==> src/rtl/uart_imem_loader.sv <==
// UART byte receiver that packs little-endian 32-bit words into instruction-memory writes.
// Optional even-parity framing is enabled by defining UART_PARITY_EN (default build is 8N1).
module uart_imem_loader #(
    parameter int CLKS_PER_BIT = 868,
    parameter int ADDR_W       = 12
) (
    input  logic        clk,
    input  logic        Rst,
    input  logic        prog,
    input  logic        rx,
    output logic        imem_prog_ena,
    output logic        imem_wea,
    output logic [31:0] imem_addr,
    output logic [31:0] imem_din,
    output logic        busy,
    output logic        frame_err,
    output logic [15:0] word_count,
    output logic [2:0]  dbg_state
);

    localparam int CNT_W = $clog2(CLKS_PER_BIT);
    localparam logic [CNT_W-1:0] CNT_HALF = CNT_W'(CLKS_PER_BIT / 2 - 1);
    localparam logic [CNT_W-1:0] CNT_FULL = CNT_W'(CLKS_PER_BIT - 1);

`ifdef UART_PARITY_EN
    typedef enum logic [2:0] {S_IDLE, S_START, S_DATA, S_PARITY, S_STOP} state_t;
`else
    typedef enum logic [2:0] {S_IDLE, S_START, S_DATA, S_STOP} state_t;
`endif

    state_t             state_q, state_d;
    logic               rx_meta_q, rx_meta_d;
    logic               rx_sync_q, rx_sync_d;
    logic               prog_q, prog_d;
    logic [CNT_W-1:0]   cnt_q, cnt_d;
    logic [2:0]         bit_idx_q, bit_idx_d;
    logic [7:0]         shift_q, shift_d;
    logic [1:0]         byte_idx_q, byte_idx_d;
    logic [23:0]        word_q, word_d;
    logic               wea_q, wea_d;
    logic [ADDR_W-1:0]  addr_q, addr_d;
    logic [ADDR_W-1:0]  wr_addr_q, wr_addr_d;
    logic [31:0]        din_q, din_d;
    logic [15:0]        word_count_q, word_count_d;
    logic               frame_err_q, frame_err_d;
    logic               byte_ok;
`ifdef UART_PARITY_EN
    logic               par_err_q, par_err_d;
`endif

    always_ff @(posedge clk) begin
        if (Rst) begin
            state_q      <= S_IDLE;
            rx_meta_q    <= 1'b1;
            rx_sync_q    <= 1'b1;
            prog_q       <= 1'b0;
            cnt_q        <= '0;
            bit_idx_q    <= '0;
            shift_q      <= '0;
            byte_idx_q   <= '0;
            word_q       <= '0;
            wea_q        <= 1'b0;
            addr_q       <= '0;
            wr_addr_q    <= '0;
            din_q        <= '0;
            word_count_q <= '0;
            frame_err_q  <= 1'b0;
`ifdef UART_PARITY_EN
            par_err_q    <= 1'b0;
`endif
        end else begin
            state_q      <= state_d;
            rx_meta_q    <= rx_meta_d;
            rx_sync_q    <= rx_sync_d;
            prog_q       <= prog_d;
            cnt_q        <= cnt_d;
            bit_idx_q    <= bit_idx_d;
            shift_q      <= shift_d;
            byte_idx_q   <= byte_idx_d;
            word_q       <= word_d;
            wea_q        <= wea_d;
            addr_q       <= addr_d;
            wr_addr_q    <= wr_addr_d;
            din_q        <= din_d;
            word_count_q <= word_count_d;
            frame_err_q  <= frame_err_d;
`ifdef UART_PARITY_EN
            par_err_q    <= par_err_d;
`endif
        end
    end

    always_comb begin
        state_d      = state_q;
        rx_meta_d    = rx;
        rx_sync_d    = rx_meta_q;
        prog_d       = prog;
        cnt_d        = cnt_q + CNT_W'(1);
        bit_idx_d    = bit_idx_q;
        shift_d      = shift_q;
        byte_idx_d   = byte_idx_q;
        word_d       = word_q;
        wea_d        = 1'b0;
        addr_d       = addr_q;
        wr_addr_d    = wr_addr_q;
        din_d        = din_q;
        word_count_d = word_count_q;
        frame_err_d  = 1'b0;
        byte_ok      = 1'b0;
`ifdef UART_PARITY_EN
        par_err_d    = par_err_q;
`endif

        // A new programming session always starts writing at address 0.
        if (prog && !prog_q) begin
            wr_addr_d    = '0;
            byte_idx_d   = '0;
            word_count_d = '0;
        end

        if (!prog) begin
            state_d    = S_IDLE;
            byte_idx_d = '0;
            cnt_d      = '0;
        end else begin
            case (state_q)
                S_IDLE: begin
                    cnt_d = '0;
                    if (!rx_sync_q) state_d = S_START;
                end
                S_START: begin
                    if (cnt_q == CNT_HALF) begin
                        cnt_d     = '0;
                        bit_idx_d = '0;
                        state_d   = rx_sync_q ? S_IDLE : S_DATA;
                    end
                end
                S_DATA: begin
                    if (cnt_q == CNT_FULL) begin
                        cnt_d     = '0;
                        shift_d   = {rx_sync_q, shift_q[7:1]};
                        bit_idx_d = bit_idx_q + 3'd1;
`ifdef UART_PARITY_EN
                        if (bit_idx_q == 3'd7) state_d = S_PARITY;
`else
                        if (bit_idx_q == 3'd7) state_d = S_STOP;
`endif
                    end
                end
`ifdef UART_PARITY_EN
                S_PARITY: begin
                    if (cnt_q == CNT_FULL) begin
                        cnt_d       = '0;
                        par_err_d   = (^shift_q) ^ rx_sync_q;
                        frame_err_d = (^shift_q) ^ rx_sync_q;
                        state_d     = S_STOP;
                    end
                end
`endif
                S_STOP: begin
                    if (cnt_q == CNT_FULL) begin
                        cnt_d   = '0;
                        state_d = S_IDLE;
                        if (!rx_sync_q) frame_err_d = 1'b1;
`ifdef UART_PARITY_EN
                        byte_ok = rx_sync_q && !par_err_q;
`else
                        byte_ok = rx_sync_q;
`endif
                    end
                end
                default: state_d = S_IDLE;
            endcase
        end

        // Bytes 0..2 are parked; byte 3 completes the word and schedules the strobe.
        if (byte_ok) begin
            byte_idx_d = byte_idx_q + 2'd1;
            case (byte_idx_q)
                2'd0: word_d[7:0]   = shift_q;
                2'd1: word_d[15:8]  = shift_q;
                2'd2: word_d[23:16] = shift_q;
                default: begin
                    wea_d     = 1'b1;
                    din_d     = {shift_q, word_q};
                    addr_d    = wr_addr_q;
                    wr_addr_d = wr_addr_q + ADDR_W'(4);
                    if (word_count_q != 16'hFFFF) word_count_d = word_count_q + 16'd1;
                end
            endcase
        end
    end

    assign imem_prog_ena = prog_q;
    assign imem_wea      = wea_q;
    assign imem_addr     = {{(32 - ADDR_W){1'b0}}, addr_q};
    assign imem_din      = din_q;
    assign busy          = (state_q != S_IDLE);
    assign frame_err     = frame_err_q;
    assign word_count    = word_count_q;
    assign dbg_state     = state_q;

endmodule

==> config.mk <==
export PLATFORM = sky130hd
export DESIGN_NAME = uart_imem_loader
export DESIGN_NICKNAME = d
export VERILOG_FILES = /design/src/rtl/uart_imem_loader.sv
export SDC_FILE = /design/constraint.sdc
export NUM_CORES = 1
export LEC_CHECK = 0
export CAP_MARGIN = 10
export CELL_PAD_IN_SITES_DETAIL_PLACEMENT = 0
export CELL_PAD_IN_SITES_GLOBAL_PLACEMENT = 1
export CORE_MARGIN = 3
export CORE_UTILIZATION = 39
export CTS_CLUSTER_DIAMETER = 50
export DETAILED_ROUTE_END_ITERATION = 8
export HOLD_SLACK_MARGIN = 0.06
export PLACE_DENSITY_LB_ADDON = 0.1
export REMOVE_ABC_BUFFERS = 1
export SYNTH_ARGS = -nofsm -noshare
export SYNTH_HDL_FRONTEND = slang
export SYNTH_SLANG_ARGS = --single-unit
==> constraint.sdc <==
create_clock -name clk -period 2.9 [get_ports clk]
set_clock_uncertainty 0.2 [all_clocks]
set_input_delay 0.58 -clock clk [delete_from_list [all_inputs] [get_ports clk]]
set_output_delay 0.58 -clock clk [all_outputs]
set_load 0.02 [all_outputs]
==> run_results.csv, run 1 <==
group,metric,value,unit
outcome,status,"complete, no violations",
route,num_vias,4338,
route,routedWlPerCell,13.3,um
yosys,synth_area_per_cell,8.33,sq um
worst_setup_path,cp_cell_sequence,"or2_2 -> clkdlybuf4s50_1",
placement,gp_routability_congestion,0.767,
yosys,syn_area,0.00528,sq mm
clocking,cts_max_level,4,
worst_setup_path,rrSetupSlack,0.50,ns
worst_setup_path,worst-endpoint-required,2.12,ns
worst_setup_path,r2r-end,"word_count[10]",
worst_hold_path,hold_end,"rx_sync_q",
yosys,yosysTopAreaCellShare,47.8,%
placement,portBuffers,69,
route,drt_wl_total,11800,um
clocking,cts_setup_buffers,0,
yosys,postSynthCellCount,634,
yosys,synth_edf_count,0,
floorplanning,io_pins,91,
clocking,worstSkewPairLatency,0.41,ns
sta,max_slew_margin,58.7,%
floorplanning,core_area,0.0129,sq mm
yosys,synth_top_cell_by_area,"dfxtp_1",
worst_hold_path,min_path_cells,1,
final_layout,area_growth,26.8,%
yosys,async_flop_share,0,%
worst_setup_path,rr_worst_depth,6,
floorplanning,dieArea,0.0150,sq mm
worst_setup_path,cp-start-kind,"flip-flop",
yosys,synth_seq_area_share,47.8,%
route,drcViolationCount,0,
yosys,synth_ff_type,"dfxtp_1",
clocking,cts_buffer_depth,2,
worst_hold_path,min_from,"rx_meta_q",
floorplanning,initial_utilization,40.8,%
clocking,cts_buffers,17,
global_route,grt_util_all_layers,16.9,%
clocking,postCtsHoldBufs,0,
route,drtIter0Drc,301,
sta,min_period_over_period,84.9,%
global_route,first_global_vias,4168,
clocking,cts_tree,"built",
sta,tns,0,ns
yosys,yosysUniqueCellTypes,55,
clocking,clk_pin_slew,0.05,ns
final_layout,drive_above_1_share,8.48,%
worst_setup_path,cp_max_fo,10,
clocking,cts_resized,0,
yosys,synth_seq_cells,126,
global_route,grt_max_degree,64,
worst_setup_path,slowest_delay,0.59,ns
sta,whs,0.207,ns
sta,rsz0062_at_grt,"false",
floorplanning,die_x,122,um
final_layout,num-fill-cells,1267,
power_and_ir_drop,vdd_drop_max,0.316,mV
clocking,clkSinkCount,126,
placement,dp_slack,0.182,ns
worst_setup_path,timing.rr.start,"word_count[1]",
global_route,grt_pass1_wl,20300,um
route,dr.pass1.iters,5,
power_and_ir_drop,p_per_area,586,mW/mm^2
power_and_ir_drop,leakage,2.30,nW
final_layout,n_antenna_cell,0,
final_layout,fin_util,51.8,%
final_layout,mostFrequentLayoutCells,"nand2_1, dfxtp_1, a21oi_1",
run,drv_cap,0,
sta,setup_viol,0,
sta,slew_viol_final,0,
power_and_ir_drop,totalPowerFinal,3.92,mW
worst_setup_path,path_class,"flip-flop to output port",
route,via_per_inst,4.87,
yosys,ys_warn_count,0,
worst_setup_path,cp.arrival,1.68,ns
worst_setup_path,slowest_stage,"clkdlybuf4s50_1",
sta,hold_violations,0,
placement,dpl.hpwl,8310,um
final_layout,mostFrequentLayoutCell,"nand2_1",
final_layout,nets,721,
global_route,antenna_found_initial,0,
route,antenna_left,0,
worst_hold_path,hp-class,"flip-flop to flip-flop",
sta,worstMarginPinSlew,0.620,ns
worst_setup_path,endpoint_kind,"output port",
global_route,grt_overflow,0,
yosys,ys_top_cells_by_area,"dfxtp_1, nand2_1, a21oi_1",
sta,fin_crit,2.46,ns
clocking,cts_root_buffer,"clkbuf_16",
sta,fmax,406,MHz
floorplanning,rows,41,
floorplanning,fp.dieH,122,um
sta,fin_ws,0.439,ns
## metrics by stage
step | instances | instance area, sq um
floorplan | 602 | 5070
global placement | 860 | 6100
detailed placement | 860 | 6100
CTS | 891 | 6690
global route | 891 | 6690
finish | 891 | 6690
## flip-flops by register name, indices dropped and copies added (netlist names)
register       flops
bit_idx_q          3
byte_idx_q         2
imem_din          32
word_count        16
cnt_q             10
imem_wea           1
rx_sync_q          1
imem_prog_ena      1
dbg_state          2
frame_err          1
addr_q            12
shift_q            8
word_q            24
wr_addr_q         12
rx_meta_q          1
## report_power, final
group          switching [mW]  internal, mW  total (mW)
Combinational          0.0628        0.0161      0.0789
Clock                   0.717          1.39        2.11
Sequential            0.00292          1.74        1.74
## cell families after synthesis
| family | count (synthesis) | synth area share [%] |
|---|---|---|
| adder cells (fa/ha/maj) | 10 | 2.37 |
| multiplexers | 19 | 3.91 |
| AND/OR/NAND/NOR | 300 | 26.8 |
| buffers and inverters | 61 | 6.07 |
| XOR/XNOR | 16 | 2.65 |
| other | 1 | 0.0710 |
| flip-flops | 126 | 47.8 |
| AO/OA/AOI/OAI | 101 | 10.4 |
## cell usage after synthesis (6+ instances only)
cell	number
xor2_1	8
or3_1	7
nor2_1	52
clkbuf_1	26
mux2i_1	18
ha_1	10
buf_4	21
nand2_1	149
o21ai_0	15
xnor2_1	8
nand4_1	15
nor3_1	6
dfxtp_1	126
nand3_1	23
inv_1	9
a21oi_1	70
and3_1	7
## worst max-delay path: cells and delay by family, from the launching register on
kind | cells | cell delay [ns]
DFF | 1 | 0.51
buffers and inverters | 1 | 0.59
and+or+nand+nor | 1 | 0.17
## final cells by class
cell class	count	area, sq um	share of cell area [%]
clock buffer	25	515	7.70
clock inverter	6	80.1	1.20
inverter	9	33.8	0.505
multi-input combinational	467	2510	37.5
sequential	126	2520	37.7
tap	172	215	3.22
timing repair buffer	86	813	12.2
## how the worst max path moves through the flow
stage,from,end
2_1_floorplan,dbg_state[1],word_count[2]
3_3_place_gp,prog,word_count[3]
3_5_place_dp,prog,word_count[3]
4_1_cts,dbg_state[1],busy
5_1_grt,word_count[1],word_count[3]
6_report,dbg_state[1],busy
## metal layers
metal,track usage [%],vias to the layer above,share of wire [%]
met5,0,-,0
li1,-,2257,-
met3,4.88,14,3.9
met4,6.44,0,1.3
met2,26.3,83,45
met1,22.2,1984,50
Note: power is estimated with default switching activity, not from simulation.
==> inputs of run 2 (changes only) <==
clock period = 2.3 ns   (was 2.9 ns; I/O delays follow)
==> run_results.csv, run 2 (same netlist as run 1, synthesis figures left out) <==
group,metric,value,unit
final_layout,mostFrequentLayoutCell,"nand2_1",
final_layout,largest_reg_flops,32,
clocking,cts_root_buffer,"clkbuf_16",
global_route,use_met2,26.3,%
worst_setup_path,path_buf_inv,1,
placement,dpl.hpwl,8460,um
worst_setup_path,cp_max_fo,9,
outcome,status,"complete, no violations",
worst_setup_path,cp-start-kind,"flip-flop",
worst_setup_path,cp_cell_sequence,"clkdlybuf4s50_1",
placement,portBuffers,69,
worst_setup_path,path_delay_family,"buffers and inverters",
worst_setup_path,rrSetupSlack,0.11,ns
power_and_ir_drop,vdd_drop_max,0.600,mV
sta,setup_viol,0,
final_layout,multi_input_comb_area,0.00251,sq mm
global_route,grt_pass1_wl,20000,um
global_route,antenna_found_initial,0,
floorplanning,fp.dieH,122,um
worst_setup_path,worst-endpoint-required,1.64,ns
floorplanning,core_area,0.0129,sq mm
final_layout,drive_above_1_share,12.1,%
sta,min_period_over_period,96.7,%
floorplanning,dieArea,0.0150,sq mm
route,drtIter0Drc,289,
global_route,grtUsageMet3,4.75,%
global_route,busiest_layer,"met2",
route,num_vias,4460,
sta,fmax,450,MHz
worst_hold_path,hp-class,"flip-flop to flip-flop",
clocking,cts_max_level,4,
global_route,grt_overflow,0,
sta,fin_crit,2.22,ns
sta,slew_viol_final,0,
sta,tns,0,ns
clocking,cts_buffers,17,
final_layout,mostFrequentLayoutCells,"nand2_1, dfxtp_1, a21oi_1",
final_layout,area_growth,30.0,%
clocking,cts_buffer_depth,2,
final_layout,nets,748,
sta,rsz0062_at_grt,"true",
power_and_ir_drop,leakage,2.43,nW
route,dr.pass1.iters,5,
global_route,grt_max_degree,41,
global_route,met1_usage,22.1,%
route,antenna_left,0,
placement,dp.cells,885,
final_layout,num-fill-cells,1250,
route,drt_wl_total,11900,um
clocking,cts_tree,"built",
worst_setup_path,endpoint_kind,"output port",
clocking,clkSinkCount,126,
worst_setup_path,cp.arrival,1.56,ns
final_layout,fin_cells,918,
worst_setup_path,slowest_stage,"clkdlybuf4s50_1",
sta,hold_violations,0,
clocking,worstSkewPairLatency,0.41,ns
final_layout,layout.area.seq,0.00252,sq mm
run,drv_cap,0,
final_layout,n_antenna_cell,0,
global_route,grt_util_all_layers,16.6,%
placement,gp_routability_congestion,0.811,
route,via_per_inst,4.86,
floorplanning,io_pins,91,
floorplanning,rows,41,
floorplanning,initial_utilization,40.8,%
floorplanning,die_x,122,um
route,drcViolationCount,0,
worst_setup_path,slowest_delay,0.66,ns
clocking,clk_pin_slew,0.06,ns
power_and_ir_drop,p_per_area,678,mW/mm^2
route,routedWlPerCell,13.0,um
global_route,first_global_vias,4209,
worst_setup_path,path_class,"flip-flop to output port",
run 2: cell count changes in the layout (fill, tap and decap cells not counted), sizes merged:
cell           delta
bufinv            -2
buf              +27
clkdlybuf4s50     -1
clkinv            +2
clkbuf            -1
dlymetal6s2s      +1
clkinvlp          +1
run 2: stage by stage:
step           utilization [%]  worst slack (ns)  power [mW]  hold WS (ns)  instance area, sq um
3_3_place_gp              48.8            -0.244        2.34         0.192                  6310
4_1_cts                   52.9           0.00344        4.70         0.211                  6840
6_report                  53.1            0.0759        4.65         0.208                  6860
3_5_place_dp              48.8            -0.304        2.34         0.199                  6310
5_1_grt                   53.1          -0.00260        4.82         0.237                  6860
2_1_floorplan                -             -1.05        2.29         0.189                  5070
run 2: power by group:
| part | internal [mW] | switching [mW] | leakage, nW | total, mW |
|---|---|---|---|---|
| clock network | 1.47 | 0.884 | 0.265 | 2.35 |
| logic | 0.0258 | 0.0806 | 1.15 | 0.106 |
| registers | 2.19 | 0.00369 | 1.02 | 2.19 |
run 2: per-layer routing:
| metal | routed length [um] | vias up |
|---|---|---|
| li1 | - | 2302 |
| met1 | 5760 | 2046 |
| met2 | 5490 | 101 |
| met3 | 541 | 11 |
| met4 | 108 | 0 |
| met5 | 0 | - |
run 2: timing repair:
action | in CTS | in global routing
endpoints found under the setup margin | 1 | 14
pin swaps | 0 | 1
hold buffers | 0 | 0
setup buffers | 0 | 2
resized for setup | 2 | 3
gates cloned | 0 | 0
run 2: area by class of cell:
type	count	share of cell area, %
clock buffers	24	7.16
clock inverters	7	0.547
inverters	9	0.492
multi-input cells	467	36.6
flip-flops and latches	126	36.8
well taps	172	3.14
repair buffers	113	15.3
run 2: path summary, 6_finish.rpt:
path / startpoint / cells past startpoint / to
setup / recovery: word_count[6] / 1 / word_count[6]
hold / removal: rx_meta_q / 1 / rx_sync_q
hold reg to reg: rx_meta_q / 1 / rx_sync_q
setup reg to reg: word_count[0] / 6 / word_count[3]
==> inputs of run 3 (changes only) <==
CAP_MARGIN = default   (was 10)
==> results of run 3 <==
Same layout as run 2: the final DEF is identical, and so are final timing and power.
